$ cat src/rtl/mem_access_pkg.sv
// rtl/mem_access_pkg.sv - shared state type, sizing and latency constants for the data-memory access unit
package mem_access_pkg;

  typedef enum logic [2:0] {
    ST_IDLE   = 3'd0,
    ST_ISSUE0 = 3'd1,
    ST_ISSUE1 = 3'd2,
    ST_DRAIN  = 3'd3,
    ST_RESP   = 3'd4
  } state_t;

  localparam int DEFAULT_MEM_BYTES = 128;

  // Cycles from the accepting edge to the RespValid cycle
  localparam int LAT_WORD_LOAD  = 4;
  localparam int LAT_BYTE_LOAD  = 3;
  localparam int LAT_WORD_STORE = 3;
  localparam int LAT_BYTE_STORE = 2;
  localparam int LAT_FAULT      = 1;

  // Widen a loaded byte to the response width
  function automatic logic [15:0] extend_byte(input logic [7:0] b, input logic sign_ext);
    return sign_ext ? {{8{b[7]}}, b} : {8'h00, b};
  endfunction

endpackage

$ cat src/rtl/mem_access_check.sv
// rtl/mem_access_check.sv - combinational range and alignment fault detection for a memory access
module mem_access_check
  import mem_access_pkg::*;
#(
  parameter int MEM_BYTES   = DEFAULT_MEM_BYTES,
  parameter int ALIGN_CHECK = 1
) (
  input  logic [15:0] i_address,
  input  logic        i_byte,
  output logic        o_fault
);

  logic [16:0] w_end;

  // Last touched byte is computed in 17 bits so 0xFFFF+1 does not wrap back into range
  always_comb begin
    w_end   = {1'b0, i_address} + {16'h0000, ~i_byte};
    o_fault = (w_end >= 17'(MEM_BYTES))
            || ((ALIGN_CHECK != 0) && !i_byte && i_address[0]);
  end

endmodule

$ cat src/rtl/mem_access_unit.sv
// rtl/mem_access_unit.sv - sequences byte-wide big-endian data-memory accesses for one load/store at a time
module mem_access_unit
  import mem_access_pkg::*;
#(
  parameter int MEM_BYTES   = DEFAULT_MEM_BYTES,
  parameter int ALIGN_CHECK = 1
) (
  input  logic        i_clk,
  input  logic        i_rst,
  input  logic        i_req_valid,
  output logic        o_req_ready,
  input  logic        i_req_write,
  input  logic        i_req_byte,
  input  logic        i_req_signed,
  input  logic [15:0] i_req_address,
  input  logic [15:0] i_req_write_data,
  output logic        o_resp_valid,
  output logic [15:0] o_resp_data,
  output logic        o_resp_fault,
  output logic [15:0] o_mem_address,
  output logic [7:0]  o_mem_write_data,
  output logic        o_mem_write,
  output logic        o_mem_read,
  input  logic [7:0]  i_mem_read_data
);

  state_t      r_state;
  state_t      w_next;
  logic        w_fault;
  logic        w_accept;
  logic [15:0] r_addr;
  logic [15:0] r_wdata;
  logic        r_write;
  logic        r_byte;
  logic        r_signed;
  logic        r_fault;
  logic [7:0]  r_hi;
  logic [7:0]  r_lo;

  mem_access_check #(
    .MEM_BYTES  (MEM_BYTES),
    .ALIGN_CHECK(ALIGN_CHECK)
  ) u_check (
    .i_address(i_req_address),
    .i_byte   (i_req_byte),
    .o_fault  (w_fault)
  );

  assign w_accept = (r_state == ST_IDLE) && i_req_valid;

  // State register
  always_ff @(posedge i_clk or posedge i_rst) begin
    if (i_rst) r_state <= ST_IDLE;
    else       r_state <= w_next;
  end

  // Request capture at acceptance and read-data capture one cycle after each read strobe
  always_ff @(posedge i_clk or posedge i_rst) begin
    if (i_rst) begin
      r_addr   <= 16'h0000;
      r_wdata  <= 16'h0000;
      r_write  <= 1'b0;
      r_byte   <= 1'b0;
      r_signed <= 1'b0;
      r_fault  <= 1'b0;
      r_hi     <= 8'h00;
      r_lo     <= 8'h00;
    end else begin
      if (w_accept) begin
        r_addr   <= i_req_address;
        r_wdata  <= i_req_write_data;
        r_write  <= i_req_write;
        r_byte   <= i_req_byte;
        r_signed <= i_req_signed;
        r_fault  <= w_fault;
      end
      if (r_state == ST_ISSUE1 && !r_write) r_hi <= i_mem_read_data;
      if (r_state == ST_DRAIN)              r_lo <= i_mem_read_data;
    end
  end

  // Next state and all outputs; strobes and address lines stay 0 outside issue cycles
  always_comb begin
    w_next           = r_state;
    o_req_ready      = 1'b0;
    o_resp_valid     = 1'b0;
    o_resp_data      = 16'h0000;
    o_resp_fault     = 1'b0;
    o_mem_address    = 16'h0000;
    o_mem_write_data = 8'h00;
    o_mem_write      = 1'b0;
    o_mem_read       = 1'b0;
    case (r_state)
      ST_IDLE: begin
        o_req_ready = 1'b1;
        if (i_req_valid) w_next = w_fault ? ST_RESP : ST_ISSUE0;
      end
      ST_ISSUE0: begin
        o_mem_address = r_addr;
        if (r_write) begin
          o_mem_write      = 1'b1;
          o_mem_write_data = r_byte ? r_wdata[7:0] : r_wdata[15:8];
          w_next           = r_byte ? ST_RESP : ST_ISSUE1;
        end else begin
          o_mem_read = 1'b1;
          w_next     = r_byte ? ST_DRAIN : ST_ISSUE1;
        end
      end
      ST_ISSUE1: begin
        o_mem_address = r_addr + 16'd1;
        if (r_write) begin
          o_mem_write      = 1'b1;
          o_mem_write_data = r_wdata[7:0];
          w_next           = ST_RESP;
        end else begin
          o_mem_read = 1'b1;
          w_next     = ST_DRAIN;
        end
      end
      ST_DRAIN: begin
        w_next = ST_RESP;
      end
      ST_RESP: begin
        o_resp_valid = 1'b1;
        o_resp_fault = r_fault;
        if (!r_fault && !r_write)
          o_resp_data = r_byte ? extend_byte(r_lo, r_signed) : {r_hi, r_lo};
        w_next = ST_IDLE;
      end
      default: w_next = ST_IDLE;
    endcase
  end

endmodule

$ cat config.mk
export PLATFORM = sky130hd
export DESIGN_NAME = mem_access_unit
export DESIGN_NICKNAME = d
export VERILOG_FILES = /design/src/rtl/mem_access_pkg.sv /design/src/rtl/mem_access_check.sv /design/src/rtl/mem_access_unit.sv
export SDC_FILE = /design/constraint.sdc
export NUM_CORES = 1
export LEC_CHECK = 0
export CORE_UTILIZATION = 68
export CTS_CLUSTER_SIZE = 28
export DETAILED_ROUTE_END_ITERATION = 10
export DONT_BUFFER_PORTS = 1
export PLACE_DENSITY_LB_ADDON = 0.12
export REMOVE_ABC_BUFFERS = 1
export SLEW_MARGIN = 10
export SYNTH_ARGS = -nofsm -noshare
export SYNTH_HDL_FRONTEND = slang
export SYNTH_SLANG_ARGS = --single-unit
export TNS_END_PERCENT = 5
$ cat constraint.sdc
create_clock -name i_clk -period 3.8 [get_ports i_clk]
set_input_delay 0.38 -clock i_clk [delete_from_list [all_inputs] [get_ports i_clk]]
set_output_delay 0.38 -clock i_clk [all_outputs]
set_load 0.02 [all_outputs]
==> impl_metrics.toml <==
[cts]
cts_root_buffer = "clkbuf_8"
clockBufferDepth = 2
cts_resized = 0
post_cts_buffers = 0
cts_hold_buf = 0
clk_pin_slew_worst_paths_ns = 0.10
cts_buffers = 5
clk_latency_ns = 0.31
h-tree-depth = 2
clock_sinks = 55
tritoncts = "built"

[sta]
maxSlewHeadroom = 0.387
setup_viol = 0
max_freq_mhz = 344
post-route-min-period_ns = 2.91
period_share = 0.765
final.setup_skew_ns = 0.00948
rsz0062_at_grt = "false"
fin_tns_setup_ns = 0
worst_pin_slew_ns = 0.918
hold_viol_final = 0
slew_violations = 0

[global_routing]
grtUsageMet3 = 0.0887
grt_pass1_vias = 2185
grt_pass1_wl_um = 10100
grt_usage = 0.267
grt_antenna_before_repair = 0
met2_usage = 0.434
met1_usage = 0.336
top_usage_layer = "met2"
grt_overflow = 0
grt_max_degree = 56

[floorplanning]
rows = 24
die_h_um = 69.6
start_util = 0.708
core_um2 = 4380
die-area_um2 = 4840
die_x_um = 69.6
io_pins = 91

[detailed_routing]
initialDrtViolationCount = 200
drc = 0
wire_per_inst_um = 17.2
drtPass1Iterations = 4
ant_nets = 0
vias_per_cell = 6.28
vias = 2291
drt-total-wl_um = 6280

[finish]
seq_area_um2 = 1380
syn_to_final_growth_pct = 3.87
diodes = 0
fin_nets = 361
multi_input_area_um2 = 1650
layout-drive-gt1-share = 0.217
n_fill_cell = 322
post-route-cell-area_um2 = 3230

[place]
io_buffer_count = 0
place_area_um2 = 3130
place_hpwl_um = 4430
gp_congestion = 0.832

[power]
leakagePower_nw = 1.35
p_total_mw = 1.21
power_density_nw_per_um2 = 375
irDropWorstVdd_mv = 0.271

[critical_path]
crit_required_ns = 3.42
setup.worst_path.class = "reg2out"
crit_fanout = 5
cpMaxStageDelayCell = "o31ai_1"
start_kind = "register"
worstPathCellList = "ha_1 > nand3_1 > nor4_1 > and3_1 > nand3_1 > o31ai_1"
max_stage_delay_ns = 0.60
end_kind = "output port"
arrival_ns = 2.53
cp_common_cell = "nand3_1"

[synthesis]
synth_xor_area_frac = 0.00564
synthArstFlopShare = 1.00
synthFlopType = "dfrtp_1"
avgSynthCellArea_um2 = 9.80
synth_top_area_share = 0.443
synthTopCellsByCount = "dfrtp_1, mux2_2, nand2_1, o21ai_0, nor2_1"
yosys_warnings = 0
synth_top_cells_by_area = "dfrtp_1, mux2_2, nand2_1"
ys_ff_latch = 55
ys_types = 43
syn_inst = 317
synthMuxAreaShare = 0.210
synth_fa_ha_area_frac = 0.0121
yosysTopAreaCell = "dfrtp_1"
synth-seq-area-share = 0.443
synth-simple-area-share = 0.195
synth-edff-count = 0
synth_most_common_cell = "dfrtp_1"
synth-compound-area-share = 0.107
syn_area_um2 = 3110
synth_top_family_by_area = "multiplexers"

[flow_run]
drv_cap = 0

[hold_path]
hp-class = "in2async"

[status]
run_status = "finished clean"
path summary, 6_finish.rpt:
kind                                    from                 to  slack, ns  cells after the start
max in group asynchronous              i_rst          r_addr[0]       3.15                      1
min reg2reg                          r_lo[4]            r_lo[4]       0.51                      1
max                                r_addr[0]  o_mem_address[14]       0.89                      6
max reg2reg                       r_state[2]          r_addr[1]       1.49                      4
min                                    i_rst         r_wdata[9]       0.11                      1
min in group i_clk         i_req_address[15]         r_addr[15]       0.20                      2
cell type report:
type,count,area share
inverter,6,0.00737
multi-input combinational,241,0.510
clock buffer,5,0.0213
sequential,55,0.427
tap,52,0.0202
clock inverter,3,0.00737
timing repair buffer,3,0.00698
layer usage:
layer  wire (um)  vias up
li1            -     1104
met4          91        0
met1        2670     1089
met3         513        9
met5           0        -
met2        3010       89
layout by cell type, fill, tap and decap left out, types with 2 or more instances in the layout:
cell type	netlist	final
a211oi_1	2	2
a31oi_1	6	6
and2_1	20	20
and3_1	5	5
buf_4	0	3
clkbuf_8	0	5
clkinv_2	0	2
dfrtp_1	55	55
ha_1	3	3
inv_1	5	4
mux2_2	50	50
mux2i_1	9	9
nand2_1	43	43
nand2b_1	2	2
nand3_1	7	7
nand4_1	4	4
nor2_1	26	26
nor2b_1	2	2
nor3_1	2	2
o21ai_0	27	27
o21ai_1	8	8
o31ai_1	4	4
or2_1	2	2
through the flow:
stage	cells	hold WS (ns)	setup WS, ns	util
global route	365	0.188	0.645	0.736
global placement	357	0.478	1.32	0.714
finish	365	0.109	0.893	0.736
CTS	365	0.195	0.879	0.735
floorplan	302	0.471	1.25	-
detailed placement	357	0.486	1.23	0.714
report_power, final:
group          switching, mW  internal, mW
clock                  0.194         0.133
combinational         0.0696        0.0890
sequential            0.0754         0.649
worst max-delay path: cells and delay by family (launching register included):
family,cells,cell delay [ns]
AO/OA/AOI/OAI,1,0.60
adder cells (fa/ha/maj),1,0.22
flip-flops,1,0.42
AND/OR/NAND/NOR,4,0.99
logic make-up (layout without fill, tap and decap cells):
group,count (synthesis),after routing
simple gates,121,121
mux,59,59
compound gates,56,56
flops,55,55
buf+inv,21,17
fa+ha+maj,3,3
xor+xnor,2,2
flip-flops by register name (all words and copies together) (netlist names):
| register | flops |
|---|---|
| r_wdata | 16 |
| r_addr | 16 |
| r_lo | 8 |
| r_write | 1 |
| r_hi | 8 |
| r_fault | 1 |
| r_byte | 1 |
| r_signed | 1 |
| r_state | 3 |
No activity file was read; power rests on OpenSTA's default activity.
